==> src/rtl/sync_updown_counter_mod.sv <==
// -----------------------------------------------------------------------------
// sync_updown_counter_mod
//
// Purpose
//   Parametrised synchronous up/down counter. It counts over 0..MODULUS-1 and
//   provides count enable, synchronous parallel load with clamping, a
//   combinational terminal-count flag and a registered one-cycle wrap pulse.
//   It serves as a generic tick/index counter.
//
// Parameters
//   WIDTH    counter width in bits, 2..32
//   MODULUS  number of count states, 2..2**WIDTH (count range 0..MODULUS-1)
//
// Ports
//   clk       in   1      rising-edge clock
//   reset     in   1      synchronous, active-high reset (q=0, wrap=0)
//   en        in   1      count enable; q holds when 0
//   up_down   in   1      1 = count up, 0 = count down
//   load      in   1      synchronous parallel load (overrides en)
//   load_val  in   WIDTH  value to load; values above MODULUS-1 are clamped
//   q         out  WIDTH  current count, registered
//   tc        out  1      terminal count, combinational
//   wrap      out  1      registered pulse for the cycle after a boundary event
//
// Build option
//   COUNTER_SATURATE_EN : when defined, the counter holds at a boundary
//   instead of wrapping. wrap then pulses on every edge where a count was
//   blocked. Without it the counter wraps modulo MODULUS.
// -----------------------------------------------------------------------------
module sync_updown_counter_mod #(
   parameter int unsigned     WIDTH   = 8,
   parameter longint unsigned MODULUS = 64'd1 << WIDTH
) (
   input  logic             clk,
   input  logic             reset,
   input  logic             en,
   input  logic             up_down,
   input  logic             load,
   input  logic [WIDTH-1:0] load_val,
   output logic [WIDTH-1:0] q,
   output logic             tc,
   output logic             wrap
);

   // Elaboration-time legality checks on the configuration.
   if (WIDTH < 2 || WIDTH > 32) begin : g_bad_width
      $error("sync_updown_counter_mod: WIDTH=%0d outside 2..32", WIDTH);
   end
   if (MODULUS < 2 || MODULUS > (64'd1 << WIDTH)) begin : g_bad_modulus
      $error("sync_updown_counter_mod: MODULUS=%0d outside 2..2**WIDTH", MODULUS);
   end

   // Largest count value, held one bit wider than q so that MODULUS=2**WIDTH
   // needs no special case in the arithmetic below.
   localparam longint unsigned MAX_L   = MODULUS - 64'd1;
   localparam logic [WIDTH:0]  MAX_EXT = MAX_L[WIDTH:0];
   localparam logic [WIDTH-1:0] MAX_Q  = MAX_EXT[WIDTH-1:0];
   localparam logic [WIDTH:0]  ONE_EXT = {{WIDTH{1'b0}}, 1'b1};

   logic [WIDTH-1:0] q_q, q_d;
   logic             wrap_q, wrap_d;

   logic [WIDTH:0]   cnt_ext;
   logic [WIDTH:0]   inc_ext;
   logic [WIDTH:0]   dec_ext;
   logic [WIDTH:0]   ld_ext;
   logic [WIDTH-1:0] ld_clamped;
   logic             at_max;
   logic             at_zero;

   assign cnt_ext = {1'b0, q_q};
   assign inc_ext = cnt_ext + ONE_EXT;
   assign dec_ext = cnt_ext - ONE_EXT;
   assign ld_ext  = {1'b0, load_val};
   assign at_max  = (cnt_ext == MAX_EXT);
   assign at_zero = (q_q == '0);

   // Load values beyond the count range are pinned to the top state.
   assign ld_clamped = (ld_ext > MAX_EXT) ? MAX_Q : load_val;

   // Next-state logic: load > count enable > hold. Reset is applied in the
   // register process and overrides everything here.
   always_comb begin
      q_d    = q_q;
      wrap_d = 1'b0;
      if (load) begin
         q_d = ld_clamped;
      end else if (en) begin
         if (up_down) begin
            if (at_max) begin
`ifdef COUNTER_SATURATE_EN
               q_d    = q_q;
`else
               q_d    = '0;
`endif
               wrap_d = 1'b1;
            end else begin
               q_d = inc_ext[WIDTH-1:0];
            end
         end else begin
            if (at_zero) begin
`ifdef COUNTER_SATURATE_EN
               q_d    = q_q;
`else
               q_d    = MAX_Q;
`endif
               wrap_d = 1'b1;
            end else begin
               q_d = dec_ext[WIDTH-1:0];
            end
         end
      end
   end

   always_ff @(posedge clk) begin
      if (reset) begin
         q_q    <= '0;
         wrap_q <= 1'b0;
      end else begin
         q_q    <= q_d;
         wrap_q <= wrap_d;
      end
   end

   // tc anticipates a boundary event on the next edge; it ignores load so it
   // reflects only the counting condition.
   assign tc   = en & ((up_down & at_max) | (~up_down & at_zero));
   assign q    = q_q;
   assign wrap = wrap_q;

endmodule

==> config.mk <==
export PLATFORM = sky130hd
export DESIGN_NAME = sync_updown_counter_mod
export DESIGN_NICKNAME = d
export VERILOG_FILES = /design/src/rtl/sync_updown_counter_mod.sv
export SDC_FILE = /design/constraint.sdc
export NUM_CORES = 1
export LEC_CHECK = 0
export CELL_PAD_IN_SITES_DETAIL_PLACEMENT = 2
export CELL_PAD_IN_SITES_GLOBAL_PLACEMENT = 2
export CORE_MARGIN = 2
export CORE_UTILIZATION = 28
export DETAILED_ROUTE_END_ITERATION = 8
export PLACE_DENSITY_LB_ADDON = 0.1
export RECOVER_POWER = 25
export SLEW_MARGIN = 20
export SYNTH_ARGS = -nofsm -noshare
export SYNTH_HDL_FRONTEND = slang
export SYNTH_SLANG_ARGS = --single-unit
export TNS_END_PERCENT = 10
==> constraint.sdc <==
create_clock -name clk -period 3.2 [get_ports clk]
set_clock_uncertainty 0.05 [all_clocks]
set_input_delay 0.64 -clock clk [delete_from_list [all_inputs] [get_ports clk]]
set_output_delay 0.64 -clock clk [all_outputs]
set_load 0.05 [all_outputs]
Yosys cells after proc, flatten, opt, wreduce, memory -nomap -nowiden
Index checks and enable logic that the tools add are counted.

Register bits after elaboration: 9. Output and inout port bits: 10.

$add $sub $neg: 2. $lt $le $gt $ge: 1. Equality and inequality tests: 1. Multiplexer cells: 9. Bitwise operators: 6. Reduce and logical (&&, ||, !) cells: 3.

Operators with widths (count): $mux 8 (6); $add 8x1->8 const B (1); $eq 8x8->1 const B (1); $gt 8x8->1 const B (1); $logic_not 8->1 (1); $sub 8x1->8 const B (1); $and 1x1->1 (3); $mux 1 (3); $reduce_or 3->1 (1); $not 1->1 (2); $reduce_bool 2->1 (1); $or 1x1->1 (1).

Depth between registers and ports, before layout
Gate-level depths: netlist (run 1).

Depth in word-level cells: 5. Mapped depth: 8.

Worst setup path after synthesis (run 1)
Ideal clock, no wire load.

Kind: register to output. Start point: register q_q[0], in the netlist q[0]. End point: output tc. Arrival: 1.868 ns. Required time: 2.510 ns. Setup slack: 0.642 ns. Cell stages (with the launch flop): 8. Path buffers: 1. Path through: dfxtp_1 -> clkbuf_1 -> inv_1 -> ha_1 -> nor3b_1 -> nand2_2 -> o21ai_1 -> and2_2.

Word-level cells in the longest chain between the ends: 4. Elaborated cells between the ends (all ways): 6.

Ends and longest elaborated chain: start, declared (line 60) `logic [WIDTH-1:0] q_q, q_d;`; start signal, assigned (line 120) `q_q <= q_d;`; $eq 8x8->1 / $logic_not 8->1 (equally long branches) (line 75, 76); $and 1x1->1 (line 127) `assign tc = en & ((up_down & at_max) | (~up_down & at_zero));`; $or 1x1->1 (*) (line 127); $and 1x1->1 (*) (line 127); end, declared (line 41) `output logic tc,`.

Mark *: on every way between the ends. The rest lies on a longest branch, timed or not.

Final worst setup path (run 1)
Start point: register q_q[1], in the netlist q[1]. End point: output tc.

The elaborated chain is that of the path after synthesis.

==> reports/metrics.cfg, run 1 <==
[grt]
grt_max_degree = 21
grtUsageTotal = 0.182
grt_pass1_vias = 939
grt_pass1_wl_microns = 4740
grt-ovfl-total = 0
antenna_found_initial = 0

[sta]
final-hold-violation-count = 0
setup_tns_ps = 0
tightest_slew_ps = 497
slew_violations = 0
rsz0062_at_grt = false
setup_viol_count_final = 0
max_clock_freq_mhz = 348
final.min_clock_period_ps = 2870
slew_headroom = 0.667
fin_crit_sh = 0.898

[clock_tree]
numCtsBuffers = 3
cts.repair.resized = 0
cts_buffer_depth = 2
clkTransAtPathRegs_ps = 70
holdBufCountCts = 0
cts_setup_buffers = 0
root_buffer = clkbuf_4
clkLatencyLatePin_ps = 290
cts_tree = built
numClockSinks = 9
htree_levels = 1

[placement]
hpwl_microns = 2110
gp_congestion = 0.825
portBuffers = 22
place_area_sq_um = 1090

[power]
p_leak_uw = 0.000410
p_per_area_nw_per_um2 = 374
ir_drop_uv = 171

[logic_synthesis]
synth_edf_count = 0
syn_inst = 117
synth_area_per_cell_sq_um = 7.57
ys.flop_type = dfxtp_1
ys_ff_latch = 9
synth.distinct_cells = 41
ys_warn_count = 0
synth-async-reset-ratio = 0
ys_seq_area_frac = 0.203
syn-cell-area_sq_um = 886
syn-num-nets = 133

[floorplan]
start_util = 0.293
dieArea_sq_um = 3630
fp.dieH_microns = 60.2
core-area_sq_um = 3030
io_pins = 23
rows = 20
die_x_microns = 60.2

[routing]
drtIter0Drc = 15
num_vias = 933
dr.pass1.iters = 4
drc = 0
finalWirelength_microns = 2970
post_drt_wl_per_cell_microns = 16.7
drtAntennaViolNets = 0
vias_per_cell = 5.24

[run_status]
status = completed

[worst_setup_path]
critPathMaxFanout = 10
start_kind = register
arrival_ps = 2180
end_kind = primary output
crit_type = register to primary output
reg2reg_depth = 7
cp_data_required_time_ps = 2510

[layout]
fin_util = 0.370
antenna_cells = 0
fin_area_sq_um = 1120
num-fill-cells = 360
area_delta_synth_final_pct = 26.6
final_common_cell = clkdlybuf4s50_1
mostFrequentLayoutCells = clkdlybuf4s50_1, a21oi_1, nor2_1
num-nets-final = 151
drive_gt1_frac = 0.112

[hold_path]
worstHoldPathCells = 2
min-delay-path-class = register to register

[run]
max_cap_violations = 0

==> sequential cells by signal, indices dropped and copies added, names as in the netlist <==
signal,flops
q,8
wrap,1
==> cell families after synthesis <==
| kind of cell | count (synthesis) | synth area share |
|---|---|---|
| and+or+nand+nor | 47 | 0.294 |
| AOI/OAI and AO/OA | 32 | 0.242 |
| buffers and inverters | 18 | 0.137 |
| DFF | 9 | 0.203 |
| xor gates and xnor gates | 6 | 0.0593 |
| adders and majority gates | 3 | 0.0424 |
| muxes | 2 | 0.0226 |
==> per-layer routing <==
metal | GRT usage | share of wire
met1 | 0.229 | 0.47
met2 | 0.312 | 0.49
met3 | 0.0260 | 0.035
met4 | 0.0667 | 0.013
met5 | 0 | 0
==> critical path: stages, from the launching register on <==
cell and delay (ps):
dfxtp_1 570, ha_1 380, nand4_1 210, or2_0 290, o21ai_1 120, and2_2 200
buf_12 130
==> final timing paths <==
path,start,slack (ps),endpoint
max,q[1]$_SDFFE_PP0P_,330,tc
min,q[7]$_SDFFE_PP0P_,620,q[7]$_SDFFE_PP0P_
max reg2reg,q[0]$_SDFFE_PP0P_,1170,q[5]$_SDFFE_PP0P_
min reg2reg,q[7]$_SDFFE_PP0P_,620,q[7]$_SDFFE_PP0P_
==> cell usage after synthesis (all sizes together) (3+ instances only) <==
| master | number | area (sq um) |
|---|---|---|
| inv | 6 | 22.5 |
| o21ai | 4 | 27.5 |
| nor2 | 14 | 52.6 |
| nor3 | 6 | 30.0 |
| clkbuf | 6 | 42.5 |
| dfxtp | 9 | 180 |
| ha | 3 | 37.5 |
| nand2 | 7 | 28.8 |
| buf | 6 | 56.3 |
| xnor2 | 5 | 43.8 |
| a21oi | 14 | 70.1 |
| nand3 | 5 | 25.0 |
| nand4 | 4 | 25.0 |
==> power by group <==
group	switching (uW)	internal (uW)
Sequential	25.4	120
Clock	53.2	48.6
Combinational	97.2	75.0
==> stage by stage <==
stage	hold slack [ps]	total power [uW]	worst slack [ps]	cells
2_1_floorplan	733	270	642	117
3_3_place_gp	581	313	650	174
3_5_place_dp	597	321	618	174
4_1_cts	608	421	376	178
5_1_grt	674	445	239	178
6_report	618	420	327	178
==> area by class of cell <==
class                   instances  area, sq um  area share
multi-input cells              90          584       0.521
repair buffers                 25          253       0.225
flip-flops and latches          9          180       0.161
well taps                      44         55.1      0.0491
clock buffers                   4         26.3      0.0234
inverters                       6         22.5      0.0201
Note: power is estimated with default switching activity, not from simulation.
==> inputs of run 2 (changes only) <==
--- a/config.mk
+++ b/config.mk
@@ -7,6 +7,7 @@
 export LEC_CHECK = 0
 export CELL_PAD_IN_SITES_DETAIL_PLACEMENT = 2
 export CELL_PAD_IN_SITES_GLOBAL_PLACEMENT = 2
+export CORE_ASPECT_RATIO = 0.9
 export CORE_MARGIN = 2
 export CORE_UTILIZATION = 28
 export DETAILED_ROUTE_END_ITERATION = 8
==> reports/metrics.cfg, run 2 (synthesis gave the netlist of run 1 again) <==
[clock_tree]
numClockSinks = 9
root_buffer = clkbuf_4
holdBufCountCts = 0
cts_setup_buffers = 0
clkLatencyLatePin_ps = 270
cts.repair.resized = 0
htree_levels = 1
cts_tree = built
numCtsBuffers = 3
clkTransAtPathRegs_ps = 70
cts_buffer_depth = 2

[power]
ir_drop_uv = 189
intPower_uw = 244
swShare = 0.405
p_leak_uw = 0.000410
power_frac_comb = 0.418
p_per_area_nw_per_um2 = 366
seqPwrFrac = 0.354
p_switching_uw = 166
clkPwrFrac = 0.229

[grt]
grtUsageTotal = 0.168
antenna_found_initial = 0
grt-ovfl-total = 0
grt_max_degree = 21
grt_pass1_vias = 940
grt_pass1_wl_microns = 4800

[sta]
slew_violations = 0
slew_headroom = 0.664
setup_viol_count_final = 0
max_clock_freq_mhz = 358
final-hold-violation-count = 0
fin_crit_sh = 0.872
tightest_slew_ps = 502
final.min_clock_period_ps = 2790
setup_tns_ps = 0
rsz0062_at_grt = false
finalWorstSetupSlack_ps = 411

[worst_setup_path]
critPathMaxFanout = 10
end_kind = primary output
crit_type = register to primary output
start_kind = register
reg2reg_depth = 7
cp_data_required_time_ps = 2510
arrival_ps = 2100

[routing]
drtIter0Drc = 32
drtAntennaViolNets = 0
drc = 0
finalWirelength_microns = 2790
num_vias = 920
post_drt_wl_per_cell_microns = 15.8
vias_per_cell = 5.23
dr.pass1.iters = 4

[floorplan]
die_x_microns = 63.3
io_pins = 23
start_util = 0.291
rows = 19
core-area_sq_um = 3040
fp.dieH_microns = 57.4
dieArea_sq_um = 3630

[placement]
hpwl_microns = 2070
pre_cts_ws_ps = 576
portBuffers = 22
gp_congestion = 0.812

[run_status]
status = completed

[layout]
antenna_cells = 0
num-nets-final = 151
mostFrequentLayoutCells = clkdlybuf4s50_1, a21oi_1, nor2_1
largest_reg_flops = 8
drive_gt1_frac = 0.112
final_common_cell = clkdlybuf4s50_1
fin_util = 0.368
area_delta_synth_final_pct = 26.3

[hold_path]
min-delay-path-class = register to register
worstHoldPathCells = 2

[run]
max_cap_violations = 0

[run 2: cell counts in the layout (fill, tap and decap cells not counted)]
Identical to the previous run, type by type.
[run 2: worst paths after layout]
kind | startpoint | to | slack [ps]
max reg2reg | q[0]$_SDFFE_PP0P_ | q[5]$_SDFFE_PP0P_ | 1230
max | q[0]$_SDFFE_PP0P_ | tc | 410
min | q[7]$_SDFFE_PP0P_ | q[7]$_SDFFE_PP0P_ | 610
min reg2reg | q[7]$_SDFFE_PP0P_ | q[7]$_SDFFE_PP0P_ | 610
[run 2: worst max-delay path, cell delays in order, from the launching register on]
cell and delay (ps):
dfxtp_1 420, inv_1 170, ha_1 220, nor3b_1 360, nand2_2 140, o21ai_1 190
and2_2 190, buf_12 130
[run 2: power by group through the flow]
| stage | combinational [uW] | sequential [uW] | clock [uW] |
|---|---|---|---|
| global placement | 167 | 146 | 0 |
| finish | 171 | 145 | 93.6 |
| detailed placement | 172 | 147 | 0 |
| floorplan | 109 | 160 | 0 |
| CTS | 174 | 145 | 97.2 |
| global route | 188 | 148 | 105 |
[run 2: layer usage]
layer  share of wire  vias up  global-route usage
met4          0.0057        0              0.0186
met5               0        -                   0
met2            0.50       21               0.307
met1            0.46      444               0.208
li1                -      453                   -
met3           0.039        2              0.0414
[run 2: cell type report]
class	count	area, sq um
Multi-Input combinational cell	90	584
Sequential cell	9	180
Timing Repair Buffer	25	253
Fill cell	380	1920
Inverter	6	22.5
Tap cell	42	52.6
Clock buffer	4	26.3
[run 2: metrics by stage]
step / power (uW) / std cells / hold WS, ps / cell area (sq um)
after floorplan: 270 / 117 / 733 / 886
after global placement: 313 / 172 / 577 / 1090
after detailed placement: 319 / 172 / 595 / 1090
after CTS: 416 / 176 / 605 / 1120
after global routing: 441 / 176 / 647 / 1120
final: 409 / 176 / 607 / 1120
==> inputs of run 3 (changes only) <==
--- a/config.mk
+++ b/config.mk
@@ -11,6 +11,7 @@
 export CORE_MARGIN = 2
 export CORE_UTILIZATION = 28
 export DETAILED_ROUTE_END_ITERATION = 8
+export HOLD_SLACK_MARGIN = 0.1
 export PLACE_DENSITY_LB_ADDON = 0.1
 export RECOVER_POWER = 25
 export SLEW_MARGIN = 20
==> results of run 3 <==
No change in the layout: final DEF, timing and power equal those of run 2.
